`config.mk`:
```
export PLATFORM = sky130hd
export DESIGN_NAME = rom_port_arbiter
export DESIGN_NICKNAME = d
export VERILOG_FILES = /design/src/rtl/rom_port_arbiter.sv
export SDC_FILE = /design/constraint.sdc
export NUM_CORES = 1
export LEC_CHECK = 0
export ABC_CLOCK_PERIOD_IN_PS = 2550
export BUFFER_PORTS_ARGS = -buffer_cell sky130_fd_sc_hd__buf_2
export CORE_MARGIN = 2
export CORE_UTILIZATION = 45
export CTS_CLUSTER_SIZE = 14
export DETAILED_ROUTE_END_ITERATION = 16
export PLACE_DENSITY = 0.85
export RECOVER_POWER = 100
export SETUP_SLACK_MARGIN = 0.05
export SLEW_MARGIN = 20
export SYNTH_ARGS = -nofsm -noshare
export SYNTH_HDL_FRONTEND = slang
export SYNTH_SLANG_ARGS = --single-unit
export TNS_END_PERCENT = 50
```
`constraint.sdc`:
```
create_clock -name clk -period 2.55 [get_ports clk]
set_clock_uncertainty 0.2 [all_clocks]
set_input_delay 0.51 -clock clk [delete_from_list [all_inputs] [get_ports clk]]
set_output_delay 0.51 -clock clk [all_outputs]
set_load 0.05 [all_outputs]
```
`src/rtl/rom_port_arbiter.sv`:
```
// rom_port_arbiter: shares one combinational instruction ROM between the CPU
// fetch port (port 0) and the debug/boot reader (port 1). Per-cycle
// round-robin grant with a burst cap, registered read return (1-cycle latency).
// Optional feature macro: ROM_ARB_OOR_EN (out-of-range reads return a NOP and
// pulse oor_err).
module rom_port_arbiter #(
    parameter int ADDR_W    = 10,
    parameter int DATA_W    = 32,
    parameter int MAX_BURST = 4,
    parameter int ROM_DEPTH = 1024
) (
    input  logic              clk,
    input  logic              rst,
    input  logic              m0_req,
    input  logic [ADDR_W-1:0] m0_addr,
    output logic              m0_gnt,
    output logic              m0_rvalid,
    output logic [DATA_W-1:0] m0_rdata,
    input  logic              m1_req,
    input  logic [ADDR_W-1:0] m1_addr,
    output logic              m1_gnt,
    output logic              m1_rvalid,
    output logic [DATA_W-1:0] m1_rdata,
    output logic [ADDR_W-1:0] rom_addr,
    input  logic [DATA_W-1:0] rom_data,
    output logic              oor_err
);

    typedef enum logic {
        PORT0 = 1'b0,
        PORT1 = 1'b1
    } port_t;

    localparam int CNT_W = 4;
    localparam logic [CNT_W-1:0] BURST_MAX = CNT_W'(MAX_BURST);

    // Parameter sanity checks at elaboration.
    if (MAX_BURST < 1 || MAX_BURST > 15) begin : g_bad_burst
        $error("rom_port_arbiter: MAX_BURST must be in 1..15");
    end
    if (ROM_DEPTH < 1) begin : g_bad_depth
        $error("rom_port_arbiter: ROM_DEPTH must be at least 1");
    end

    port_t            last_port;
    port_t            owner;
    port_t            gnt_port;
    logic             any_gnt;
    logic [CNT_W-1:0] burst_cnt;
    logic [DATA_W-1:0] rd_word;

    // Grant selection: single requester always wins; under contention the
    // burst cap overrides round-robin. Reset suppresses all grants.
    always_comb begin
        gnt_port = PORT0;
        any_gnt  = 1'b0;
        if (!rst) begin
            if (m0_req && m1_req) begin
                any_gnt = 1'b1;
                if (burst_cnt == BURST_MAX)
                    gnt_port = (owner == PORT0) ? PORT1 : PORT0;
                else
                    gnt_port = (last_port == PORT0) ? PORT1 : PORT0;
            end else if (m0_req) begin
                any_gnt  = 1'b1;
                gnt_port = PORT0;
            end else if (m1_req) begin
                any_gnt  = 1'b1;
                gnt_port = PORT1;
            end
        end
    end

    assign m0_gnt   = any_gnt && (gnt_port == PORT0);
    assign m1_gnt   = any_gnt && (gnt_port == PORT1);
    assign rom_addr = m1_gnt ? m1_addr : m0_addr;

`ifdef ROM_ARB_OOR_EN
    logic oor;

    assign oor     = (32'(rom_addr) >= 32'(ROM_DEPTH));
    assign rd_word = oor ? DATA_W'(32'h0000_0013) : rom_data;

    // Out-of-range flag travels with the read data so it lines up with rvalid.
    always_ff @(posedge clk) begin
        if (rst)
            oor_err <= 1'b0;
        else
            oor_err <= any_gnt && oor;
    end
`else
    assign rd_word = rom_data;
    assign oor_err = 1'b0;
`endif

    // Arbitration history and burst counter; idle cycles clear the burst.
    always_ff @(posedge clk) begin
        if (rst) begin
            last_port <= PORT1;
            owner     <= PORT0;
            burst_cnt <= '0;
        end else if (any_gnt) begin
            last_port <= gnt_port;
            owner     <= gnt_port;
            if (gnt_port == owner)
                burst_cnt <= (burst_cnt == BURST_MAX) ? burst_cnt : burst_cnt + CNT_W'(1);
            else
                burst_cnt <= CNT_W'(1);
        end else begin
            burst_cnt <= '0;
        end
    end

    // Read return: granted port captures ROM data one cycle later; the
    // other port's rdata holds its last value.
    always_ff @(posedge clk) begin
        if (rst) begin
            m0_rvalid <= 1'b0;
            m1_rvalid <= 1'b0;
            m0_rdata  <= '0;
            m1_rdata  <= '0;
        end else begin
            m0_rvalid <= m0_gnt;
            m1_rvalid <= m1_gnt;
            if (m0_gnt)
                m0_rdata <= rd_word;
            if (m1_gnt)
                m1_rdata <= rd_word;
        end
    end

endmodule
```
==> metrics.md <==
| Metric | Value |
|---|---|
| Status | `finished with violations` |
| Failing checks | `setup timing` |
| Final Hold Fails | `0` |
| Placed Area | `approximately 4000 µm²` |
| Routed Antenna Nets | `0` |
| Slowest Stage Delay on Critical Path | `between 0.3 and 0.4 ns` |
| Antenna cells | `0` |
| Post-Place Cells | `around 530` |
| Skew-Pair Late Insertion Delay | `between 0.3 and 0.4 ns` |
| Max Slew Vio Count | `0` |
| Initial antenna violation count | `0` |
| CTS tree | `yes` |
| Power per cell area | `just under 700 nW/µm²` |
| Peak supply drop | `approximately 480 µV` |
| Max-cap violations | `0` |
| Die H | `89.4 µm` |
| Mapped Avg Cell Area | `approximately 10 µm²` |
| Most common cell after layout, fill and taps aside | `nand2b_1` |
| Most frequent cells in the layout | `nand2b_1, dfxtp_1, clkbuf_1` |
| Die W | `slightly below 90 µm` |
| Initial core utilization | `0.457` |
| Final setup margin | `-0.217 ns` |
| Setup-violating endpoint count in the final report | `12` |
| Max-slew headroom | `0.0486` |
| DRT Pass-1 Iters | `4` |
| FF-to-FF Start | `burst_cnt[1]` |
| # nets final | `roughly 510` |
| Leak pwr | `~1.9 nW` |
| CP Launch Type | `register` |
| Clock Root Buffer | `clkbuf_8` |
| RSZ-0062 raised after global routing | `true` |
| # rows | `31` |
| EDFF count, synth | `0` |
| Vias per cell | `around 4.6` |
| Main synth FF type | `dfxtp_1` |
| Clock H-tree levels | `3` |
| Yosys warnings | `0` |
| Post-route cell area | `4290 µm²` |
| Hold WS | `~0.24 ns` |
| R2r endpoint | `m0_rdata[9]` |
| Flop2flop setup slack | `0.20 ns` |
| Min Tclk post-route | `2.77 ns` |
| CP max FO | `7` |
| Peak Freq | `about 360 MHz` |
| Crit share post-route | `1.08` |
| Critical Path RT | `between 1.5 and 2 ns` |
| Synthesized netlist cell count | `313` |
| Post-synthesis sequential area ratio | `0.439` |
| Io pins | `135` |
| Clock Tree Buf Depth | `2` |
| Hold Path Origin | `rom_data[5]` |
| Global route total overflow | `0` |
| Routed length per instance | `between 10 and 15 µm` |
| Cell Area, Synth | `3280 µm²` |
| Maximum number of pins on one net before global-route repair | `about 110` |
| Placer Congestion | `around 0.8` |
| # port buffers | `~130` |
| Post-DP HPWL | `4980 µm` |
| Worst Reg2Reg Path Length in Cells | `8` |
| Distinct cell type count after synthesis | `33` |
| Synthesized Nets | `roughly 370` |
| Crit-path cells | `inv_2 > ha_4 > and3b_2 > o22ai_4 > a211oi_2 > buf_4 > mux2_4 > buf_8` |
| FFs w/ async S/R, synth | `0` |
| Hold endpoint | `m0_rdata[5]` |
| Initial DRC count | `between 60 and 70` |
| GRT Total Usage | `0.178` |
| Hold path depth | `3` |
| Drt drc | `0` |
| Total Die Area | `7990 µm²` |
| WS Path Type | `register to output pin` |
| Layout cells sized above 1 | `0.263` |
| TritonCTS buffer count | `9` |
| Vias in the first global route | `2394` |
| Data arrival time of the worst path | `between 2 and 2.5 ns` |
| Final Non-Filler Cells | `~550` |
| Routed WL | `7290 µm` |
| TritonCTS Sinks | `72` |
| Vias | `2559` |
| First-pass GRT wire length | `roughly 11000 µm` |
| Core area | `around 7000 µm²` |
| Worst Hold Class | `primary input to register` |
| CP Capture Type | `output pin` |
| Clock transition at path regs | `around 0.090 ns` |
| CP max-delay cell | `dfxtp_2` |
| Number of synthesized register bits | `just over 70` |
| Syn-to-layout area delta | `30.8%` |
| Worst slew pin tran | `1.43 ns` |
synthesized netlist by cell type, types with 2 or more instances:
cell type / n / area [µm²]
nand2b_1: 96 / 601
dfxtp_1: 72 / 1440
mux2i_1: 65 / 651
clkbuf_1: 11 / 41.3
mux2_4: 9 / 135
a21oi_1: 6 / 30.0
buf_6: 6 / 67.6
nor2_1: 6 / 22.5
inv_1: 5 / 18.8
nand2_1: 5 / 18.8
buf_2: 3 / 15.0
o21ai_0: 3 / 15.0
buf_4: 2 / 15.0
ha_1: 2 / 25.0
nand3_1: 2 / 10.0
nand3b_1: 2 / 15.0
o21ai_2: 2 / 17.5
area by class of cell:
type,instances,area (µm²)
Tap cell,99,124
Clock inverter,7,101
Sequential cell,72,1440
Timing Repair Buffer,147,774
Fill cell,660,2880
Clock buffer,9,124
Multi-Input combinational cell,213,1710
Inverter,5,18.8
metrics by stage:
stage | util | power (mW) | setup TNS [ns] | setup slack (ns)
after CTS | 0.610 | 3.02 | -2.63 | -0.277
final | 0.598 | 2.97 | -2.11 | -0.217
after global placement | 0.564 | 1.95 | 0 | 0.0784
after floorplan | - | 1.80 | 0 | 0.0593
after detailed placement | 0.564 | 1.96 | 0 | 0.0135
after global routing | 0.598 | 3.11 | -3.28 | -0.307
what timing repair did:
item                                    4_1_cts  5_1_grt
gates cloned                                  0        0
resized for setup                            26        2
pin swaps                                     2        1
setup buffers                                 4        1
endpoints found under the setup margin       12       12
hold buffers                                  0        0
state kept, by name (all words and copies together), names as in the netlist:
signal	flops
last_port	1
owner	1
m0_rdata	32
m1_rdata	32
burst_cnt	4
m1_rvalid	1
m0_rvalid	1
layer usage:
metal / wire [µm] / track usage / up-vias
met2: 3500 / 0.303 / 99
met3: 586 / 0.0720 / 6
met4: 71 / 0.0583 / 0
li1: - / - / 1304
met5: 0 / 0 / -
met1: 3140 / 0.203 / 1150
worst max-delay path: cells and delay by family (launching register included):
| kind | cells | cell delay [ns] |
|---|---|---|
| flops | 1 | 0.33 |
| simple gates | 1 | 0.22 |
| mux | 1 | 0.32 |
| compound gates | 2 | 0.29 |
| buf+inv | 3 | 0.43 |
| fa+ha+maj | 1 | 0.13 |
worst max-delay path by stage:
stage                             from          end  slack (ns)  depth (start not counted)
after floorplan           burst_cnt[0]  rom_addr[0]        0.06                          8
after global placement    burst_cnt[1]  rom_addr[7]        0.08                          8
after detailed placement  burst_cnt[1]  rom_addr[5]        0.01                          8
after CTS                 burst_cnt[1]  rom_addr[5]       -0.28                          8
after global routing      burst_cnt[1]  rom_addr[5]       -0.31                          8
final                     burst_cnt[1]  rom_addr[5]       -0.22                          8
power breakdown:
part	internal (mW)	total, mW	leakage (nW)	switching [mW]
clock	0.561	1.02	0.107	0.456
sequential	1.20	1.24	0.593	0.0413
combinational	0.232	0.710	1.16	0.478
total	1.99	2.97	1.86	0.975
kinds of logic (layout without fill, tap and decap cells):
kind of cell / after synthesis / after routing / share of synthesized area
compound gates: 19 / 19 / 0.0446
fa+ha+maj: 2 / 2 / 0.00762
other cells: 1 / 1 / 0.00114
simple gates: 115 / 115 / 0.212
mux: 75 / 75 / 0.243
flops: 72 / 72 / 0.439
buf+inv: 28 / 168 / 0.0496
xor+xnor: 1 / 1 / 0.00267
Power figures use the tool's default switching activity.
